File: config.mk
export PLATFORM = sky130hd
export DESIGN_NAME = sa_seq_ctrl
export DESIGN_NICKNAME = d
export VERILOG_FILES = /design/src/rtl/sa_ctrl_pkg.sv /design/src/rtl/sa_seq_ctrl.sv
export SDC_FILE = /design/constraint.sdc
export NUM_CORES = 1
export LEC_CHECK = 0
export CAP_MARGIN = 20
export CORE_MARGIN = 4
export CORE_UTILIZATION = 30
export CTS_BUF_LIST = sky130_fd_sc_hd__clkbuf_2 sky130_fd_sc_hd__clkbuf_4 sky130_fd_sc_hd__clkbuf_8
export DETAILED_ROUTE_END_ITERATION = 6
export PLACE_DENSITY_LB_ADDON = 0.3
export SLEW_MARGIN = 5
export SYNTH_ARGS = -nofsm -noshare
export SYNTH_HDL_FRONTEND = slang
export SYNTH_SLANG_ARGS = --single-unit
File: constraint.sdc
create_clock -name clk -period 1.8 [get_ports clk]
set_clock_uncertainty 0.2 [all_clocks]
set_input_delay 0.36 -clock clk [delete_from_list [all_inputs] [get_ports clk]]
set_output_delay 0.36 -clock clk [all_outputs]
set_load 0.005 [all_outputs]
File: src/rtl/sa_ctrl_pkg.sv
// Shared types and phase-length helpers for the systolic-array phase sequencer.
// Phase lengths are elaboration-time constants derived from the array dimension.
package sa_ctrl_pkg;

    localparam int CNT_W = 6;

    typedef enum logic [2:0] {
        ST_IDLE   = 3'd0,
        ST_LOAD_W = 3'd1,
        ST_GAP_A  = 3'd2,
        ST_FEED   = 3'd3,
        ST_GAP_B  = 3'd4,
        ST_DRAIN  = 3'd5,
        ST_DONE   = 3'd6
    } state_t;

    function automatic int len_w(input int n);
        return n;
    endfunction

    function automatic int len_x(input int n);
        return n;
    endfunction

    // Drain covers the full diagonal skew of an n x n array.
    function automatic int len_d(input int n);
        return 2 * n - 1;
    endfunction

endpackage

File: src/rtl/sa_seq_ctrl.sv
// Walks the array through weight load, activation feed and result drain, driving the external enable counter.
// Outputs are registered Moore decodes; start/abort act one edge after sampling; no backpressure, start while busy is dropped.
module sa_seq_ctrl
    import sa_ctrl_pkg::*;
#(
    parameter int N = 32
) (
    input  logic             clk,
    input  logic             rstn,
    input  logic             start,
    input  logic             abort,
    input  logic [CNT_W-1:0] count,
    output logic             cnt_en,
    output logic             w_load,
    output logic             x_valid,
    output logic             drain_valid,
    output logic             busy,
    output logic             done,
    output logic             err
);

    localparam logic [CNT_W-1:0] W_LAST = CNT_W'(len_w(N) - 1);
    localparam logic [CNT_W-1:0] X_LAST = CNT_W'(len_x(N) - 1);
    localparam logic [CNT_W-1:0] D_LAST = CNT_W'(len_d(N) - 1);

    state_t state_q, state_d;
    logic   err_q, err_d;
    logic   cnt_en_q, w_load_q, x_valid_q, drain_valid_q, busy_q, done_q;

    always_comb begin
        state_d = state_q;
        err_d   = err_q;
        case (state_q)
            ST_IDLE: begin
                if (start) begin
                    state_d = ST_LOAD_W;
                    err_d   = 1'b0;
                end
            end
            ST_LOAD_W: begin
                if (count > W_LAST) begin
                    state_d = ST_IDLE;
                    err_d   = 1'b1;
                end else if (count == W_LAST) begin
                    state_d = ST_GAP_A;
                end
            end
            ST_GAP_A: state_d = ST_FEED;
            ST_FEED: begin
                if (count > X_LAST) begin
                    state_d = ST_IDLE;
                    err_d   = 1'b1;
                end else if (count == X_LAST) begin
                    state_d = ST_GAP_B;
                end
            end
            ST_GAP_B: state_d = ST_DRAIN;
            ST_DRAIN: begin
                if (count > D_LAST) begin
                    state_d = ST_IDLE;
                    err_d   = 1'b1;
                end else if (count == D_LAST) begin
                    state_d = ST_DONE;
                end
            end
            ST_DONE: state_d = ST_IDLE;
            default: state_d = ST_IDLE;
        endcase
        // Abort wins over everything, including an overrun and a start in IDLE; err is left alone.
        if (abort) begin
            state_d = ST_IDLE;
            err_d   = err_q;
        end
    end

    // Outputs are decoded from the next state so they line up with state_q without a combinational path.
    always_ff @(posedge clk or negedge rstn) begin
        if (!rstn) begin
            state_q       <= ST_IDLE;
            err_q         <= 1'b0;
            cnt_en_q      <= 1'b0;
            w_load_q      <= 1'b0;
            x_valid_q     <= 1'b0;
            drain_valid_q <= 1'b0;
            busy_q        <= 1'b0;
            done_q        <= 1'b0;
        end else begin
            state_q       <= state_d;
            err_q         <= err_d;
            cnt_en_q      <= (state_d == ST_LOAD_W) || (state_d == ST_FEED) || (state_d == ST_DRAIN);
            w_load_q      <= (state_d == ST_LOAD_W);
            x_valid_q     <= (state_d == ST_FEED);
            drain_valid_q <= (state_d == ST_DRAIN);
            busy_q        <= (state_d != ST_IDLE);
            done_q        <= (state_d == ST_DONE);
        end
    end

    assign cnt_en      = cnt_en_q;
    assign w_load      = w_load_q;
    assign x_valid     = x_valid_q;
    assign drain_valid = drain_valid_q;
    assign busy        = busy_q;
    assign done        = done_q;
    assign err         = err_q;

endmodule
# After elaboration in Yosys (flattened, before gate mapping)
# Cells that the tools add are included.
# op_classes
muxes	13
eq_ne	14
n_reduce_logical	7
bitwise	1
n_lt_le_gt_ge	2
# op_table
operator	n
$mux W3	8
$pmux W3 S6	1
$eq A3 B3 Y1 const B	4
$eq A3 B2 Y1 const B	3
$eq A3 B1 Y1 const B	2
$eq A6 B5 Y1 const B	1
$eq A6 B6 Y1 const B	1
$gt A6 B5 Y1 const B	1
$gt A6 B6 Y1 const B	1
$reduce_bool A3 Y1	2
$reduce_and A5 Y1	1
$ne A2 B2 Y1 const B	2
$logic_not A3 Y1	1
$mux W1	3
$pmux W1 S3	1
$logic_or A1 B1 Y1	2
$ne A2 B1 Y1 const B	1
$reduce_or A2 Y1	1
$not A1 Y1	1
# totals
output_inout_bits	7
elab_cells	45
inputBits	10
register_bits	10

# Logic depth before layout (Yosys ltp)
# depth
ltp_word	8
ltp_mapped	6

# Least setup slack after synthesis
# No wires, ideal clock.
# synth_path
path_type	input -> register
startpoint	input port count[4]
endpoint	register w_load_q, in the netlist w_load
setup_ns	0.120
arrival_ns	1.456
stages	4
slack_ns	0.024
t_required_ns	1.480
cell_sequence	nand4_2 -> or4_4 -> o221a_4 -> o211a_1
# synth_via
elab_chain_cells	6
# synth_rtl
item	line_no	text
start: declaration	sa_seq_ctrl.sv:12	input logic [CNT_W-1:0] count,
branches (longest 3 deep; another with $gt A6 B6 Y1)	--	
$pmux W3 S6 *	sa_seq_ctrl.sv:33	case (state_q)
$mux W3 *	sa_seq_ctrl.sv:70	if (abort) begin
$eq A3 B1 Y1 *	sa_seq_ctrl.sv:91	w_load_q <= (state_d == ST_LOAD_W);
end signal: assignment	sa_seq_ctrl.sv:91	
end: declaration	sa_seq_ctrl.sv:28	logic cnt_en_q, w_load_q, x_valid_q, drain_valid_q, busy_q, done_q;
# Mark *: on every way between the ends.
# A chain may end at the register's enable or synchronous reset.

# Worst setup path after layout
# Ends and elaborated chain as after synthesis.

==> impl_metrics.py <==
metrics = {
    "run_status": {
        "status": "complete, no violations",
    },
    "setup_path": {
        "reg2reg_setup_slack_ns": 0.07,
        "cp-start-kind": "input pin",
        "critical_path.reg2reg.startpoint": "state_q[2]",
        "crit_chain": "dlygate4sd2_1, nand4_2, or4_4, o221a_4, o211a_1",
        "crit_path_top_delay_cell": "sky130_fd_sc_hd__or4_4",
        "critical-path-top-delay-family": "simple AND/OR/NAND/NOR gates",
        "worst-path-max-fanout": 5,
        "crit_type": "input pin to register",
        "rr_endpoint": "w_load",
        "required_ns": 1.74,
        "reg2reg_depth": 3,
        "crit_path_end": "w_load",
        "worstPathBufferInverterCount": 1,
        "cp-startpoint": "count[4]",
        "timing.critical_path.to_type": "register",
        "timing.critical_path.depth": 5,
        "timing.critical_path.slowest_cell_delay_ns": 0.49,
        "worst_endpoint_data_arrival_time_ns": 1.70,
    },
    "clocking": {
        "clk_pin_slew_worst_paths_ns": 0.06,
        "cts.repair_timing.setup_buffer_count": 0,
        "cts_root_buffer": "sky130_fd_sc_hd__clkbuf_4",
        "h-tree-depth": 1,
        "clock_sinks": 10,
        "clk-insertion-delay-late_ns": 0.25,
        "tritoncts.num_buffers": 3,
        "clockBufferDepth": 2,
        "tritoncts_clock_tree": "yes",
    },
    "synthesis": {
        "ys_ff_latch": 10,
        "synth_most_common_cell": "sky130_fd_sc_hd__dfrtp_1",
        "postSynthAreaPerCell_um2": 9.92,
        "synthesis.nets": 64,
        "netlist_instances": 54,
        "synthesis.yosys.warnings": 0,
        "yosysTopAreaCellShare": 0.467,
        "ys_seq_area_frac": 0.467,
        "synth_commonest_cells": "sky130_fd_sc_hd__dfrtp_1 (10), sky130_fd_sc_hd__inv_1 (4), sky130_fd_sc_hd__nand2_1 (4), sky130_fd_sc_hd__nor3_1 (4), sky130_fd_sc_hd__nor2_1 (3)",
        "synth-edff-count": 0,
        "syn_area_um2": 536,
        "synthArstFlopShare": 1.00,
        "ys_dominant_reg_cell": "sky130_fd_sc_hd__dfrtp_1",
        "synth.distinct_cells": 28,
        "synth_area_leader_cell": "sky130_fd_sc_hd__dfrtp_1",
        "synth_area_leaders": "sky130_fd_sc_hd__dfrtp_1 (47%), sky130_fd_sc_hd__nor3_1 (3.7%), sky130_fd_sc_hd__o221a_4 (3.7%), sky130_fd_sc_hd__a311oi_1 (3.3%), sky130_fd_sc_hd__inv_1 (2.8%)",
    },
    "floorplanning": {
        "fp.coreArea_um2": 1710,
        "fp.dieArea_um2": 2530,
        "ios": 17,
        "initial_utilization": 0.314,
        "die_height_um": 50.3,
        "floorplan.die.width_um": 50.3,
        "placementRows": 15,
    },
    "timing": {
        "worst_pin_slew_ns": 0.433,
        "max_freq_mhz": 568,
        "final.min_clock_period_ns": 1.76,
        "report.final.slew_viol_count": 0,
        "hold_vio_cnt_final": 0,
        "period_share": 0.978,
        "timing.final.setup_violations": 0,
        "rsz0062_at_grt": "false",
        "slew_headroom": 0.710,
        "finalHoldWorstSlack_ns": 0.213,
    },
    "placed_design": {
        "post-dp-hpwl_mm": 1.04,
        "routabilityCongestion": 0.680,
        "place.port_buffers": 16,
        "post_dp_cell_area_um2": 797,
        "placed_cells": 103,
    },
    "routing": {
        "drc": 0,
        "post_detailed_route_count_of_antenna_violating_nets": 0,
        "avgViaCountPerCell": 4.91,
        "final_wirelength_mm": 1.33,
        "via_count": 520,
        "drtIter0Drc": 10,
        "wl_per_cell_um": 12.6,
        "firstDrtPassIters": 3,
    },
    "global_route": {
        "first_pass_grt_wire_length_mm": 2.21,
        "first_global_vias": 535,
        "antenna_violations_before_repair": 0,
        "grt_start_max_net_pins": 11,
        "global_route.usage.total": 0.115,
        "gr-total-overflow": 0,
    },
    "power_and_ir_drop": {
        "net_switching_power_figure_uw": 113,
        "switching_share": 0.234,
        "power_frac_comb": 0.211,
        "p_clk_frac": 0.290,
        "seq_power_share": 0.499,
        "ir_worst_vdd_mv": 0.348,
        "internal-power_uw": 370,
        "p_leak_nw": 0.382,
        "cellPowerDensity_nw_per_um2": 590,
    },
    "final_layout": {
        "layout.cells.non_filler": 106,
        "syn2layout_area_growth_pct": 52.8,
        "final_layout_size_suffix_gt1_frac": 0.259,
        "nNetsFinal": 93,
        "diodes": 0,
        "final_design_area_no_fill_um2": 818,
    },
    "hold_path": {
        "worst_hold_path_type": "input pin to async pin",
    },
    "run": {
        "maxCapViolCount": 0,
    },
}
==> cells by family after synthesis <==
logic type	after synthesis	synth area share
DFF	10	0.467
AOI/OAI and AO/OA	14	0.222
and+or+nand+nor	22	0.252
buffers and inverters	8	0.0584
==> registers in the layout (all words and copies together), names as in the netlist <==
register	cells
state_q	3
busy	1
cnt_en	1
done	1
drain_valid	1
err	1
w_load	1
x_valid	1
==> repair_timing <==
action,in CTS,in global routing
setup endpoints to repair,5,3
hold buffers,0,0
pin swaps,3,2
gates resized for setup,6,2
hold endpoints to repair,0,0
==> routing by layer <==
layer	share of wire	GRT usage	vias to the layer above
met5	0	0	-
met4	0	0.0323	0
met3	0.026	0.0445	0
met2	0.56	0.204	9
met1	0.41	0.126	253
li1	-	-	258
==> power groups by stage <==
stage	combinational [mW]	clock, mW	sequential, mW
after floorplan	0.0359	0	0.244
after CTS	0.103	0.149	0.241
after global placement	0.104	0	0.245
after detailed placement	0.107	0	0.245
final	0.102	0.140	0.241
after global routing	0.111	0.165	0.243
==> worst min path at each step <==
stage / end / depth (start not counted) / start / slack, ns
after floorplan: busy / 0 / rstn / -0.14
after global placement: err / 2 / err / 0.36
after detailed placement: err / 2 / err / 0.38
after CTS: x_valid / 1 / rstn / 0.22
after global routing: x_valid / 1 / rstn / 0.24
final: x_valid / 1 / rstn / 0.21
==> metrics by stage <==
stage	power, mW	util	setup TNS [ns]	worst slack, ns
floorplan	0.280	-	0	0.0237
global placement	0.349	0.467	-2.95	-0.475
CTS	0.493	0.475	0	0.0151
finish	0.483	0.479	0	0.0391
detailed placement	0.352	0.467	-3.21	-0.498
global route	0.519	0.479	0	0.000249
==> cell usage in the layout (no fill, tap or decap) <==
cell	Yosys	layout
sky130_fd_sc_hd__a21o_1	1	1
sky130_fd_sc_hd__a21oi_1	1	1
sky130_fd_sc_hd__a221oi_1	1	1
sky130_fd_sc_hd__a2bb2oi_1	1	1
sky130_fd_sc_hd__a311oi_1	2	2
sky130_fd_sc_hd__a31oi_1	1	1
sky130_fd_sc_hd__and3_1	1	1
sky130_fd_sc_hd__and4_2	1	1
sky130_fd_sc_hd__and4b_1	1	1
sky130_fd_sc_hd__buf_4	0	11
sky130_fd_sc_hd__clkbuf_4	0	3
sky130_fd_sc_hd__clkdlybuf4s50_1	0	10
sky130_fd_sc_hd__dfrtp_1	10	9
sky130_fd_sc_hd__dfrtp_2	0	1
sky130_fd_sc_hd__dlygate4sd2_1	0	6
sky130_fd_sc_hd__inv_1	4	4
sky130_fd_sc_hd__inv_2	1	1
sky130_fd_sc_hd__nand2_1	4	4
sky130_fd_sc_hd__nand2b_1	2	2
sky130_fd_sc_hd__nand4_2	1	1
sky130_fd_sc_hd__nor2_1	3	3
sky130_fd_sc_hd__nor2b_1	2	2
sky130_fd_sc_hd__nor3_1	4	4
sky130_fd_sc_hd__nor3b_2	0	1
sky130_fd_sc_hd__nor4_1	1	1
sky130_fd_sc_hd__o211a_1	1	1
sky130_fd_sc_hd__o211ai_1	2	2
sky130_fd_sc_hd__o21ai_1	1	1
sky130_fd_sc_hd__o221a_4	1	1
sky130_fd_sc_hd__o31ai_1	2	2
sky130_fd_sc_hd__or4_4	1	1
==> final cells by class <==
cell class | instances | area (um^2)
sequential | 10 | 251
clock buffer | 3 | 22.5
tap | 25 | 31.3
timing repair buffer | 27 | 235
inverter | 5 | 18.8
multi-input combinational | 36 | 259
fill | 181 | 890
No activity file was read; power rests on OpenSTA's default activity.
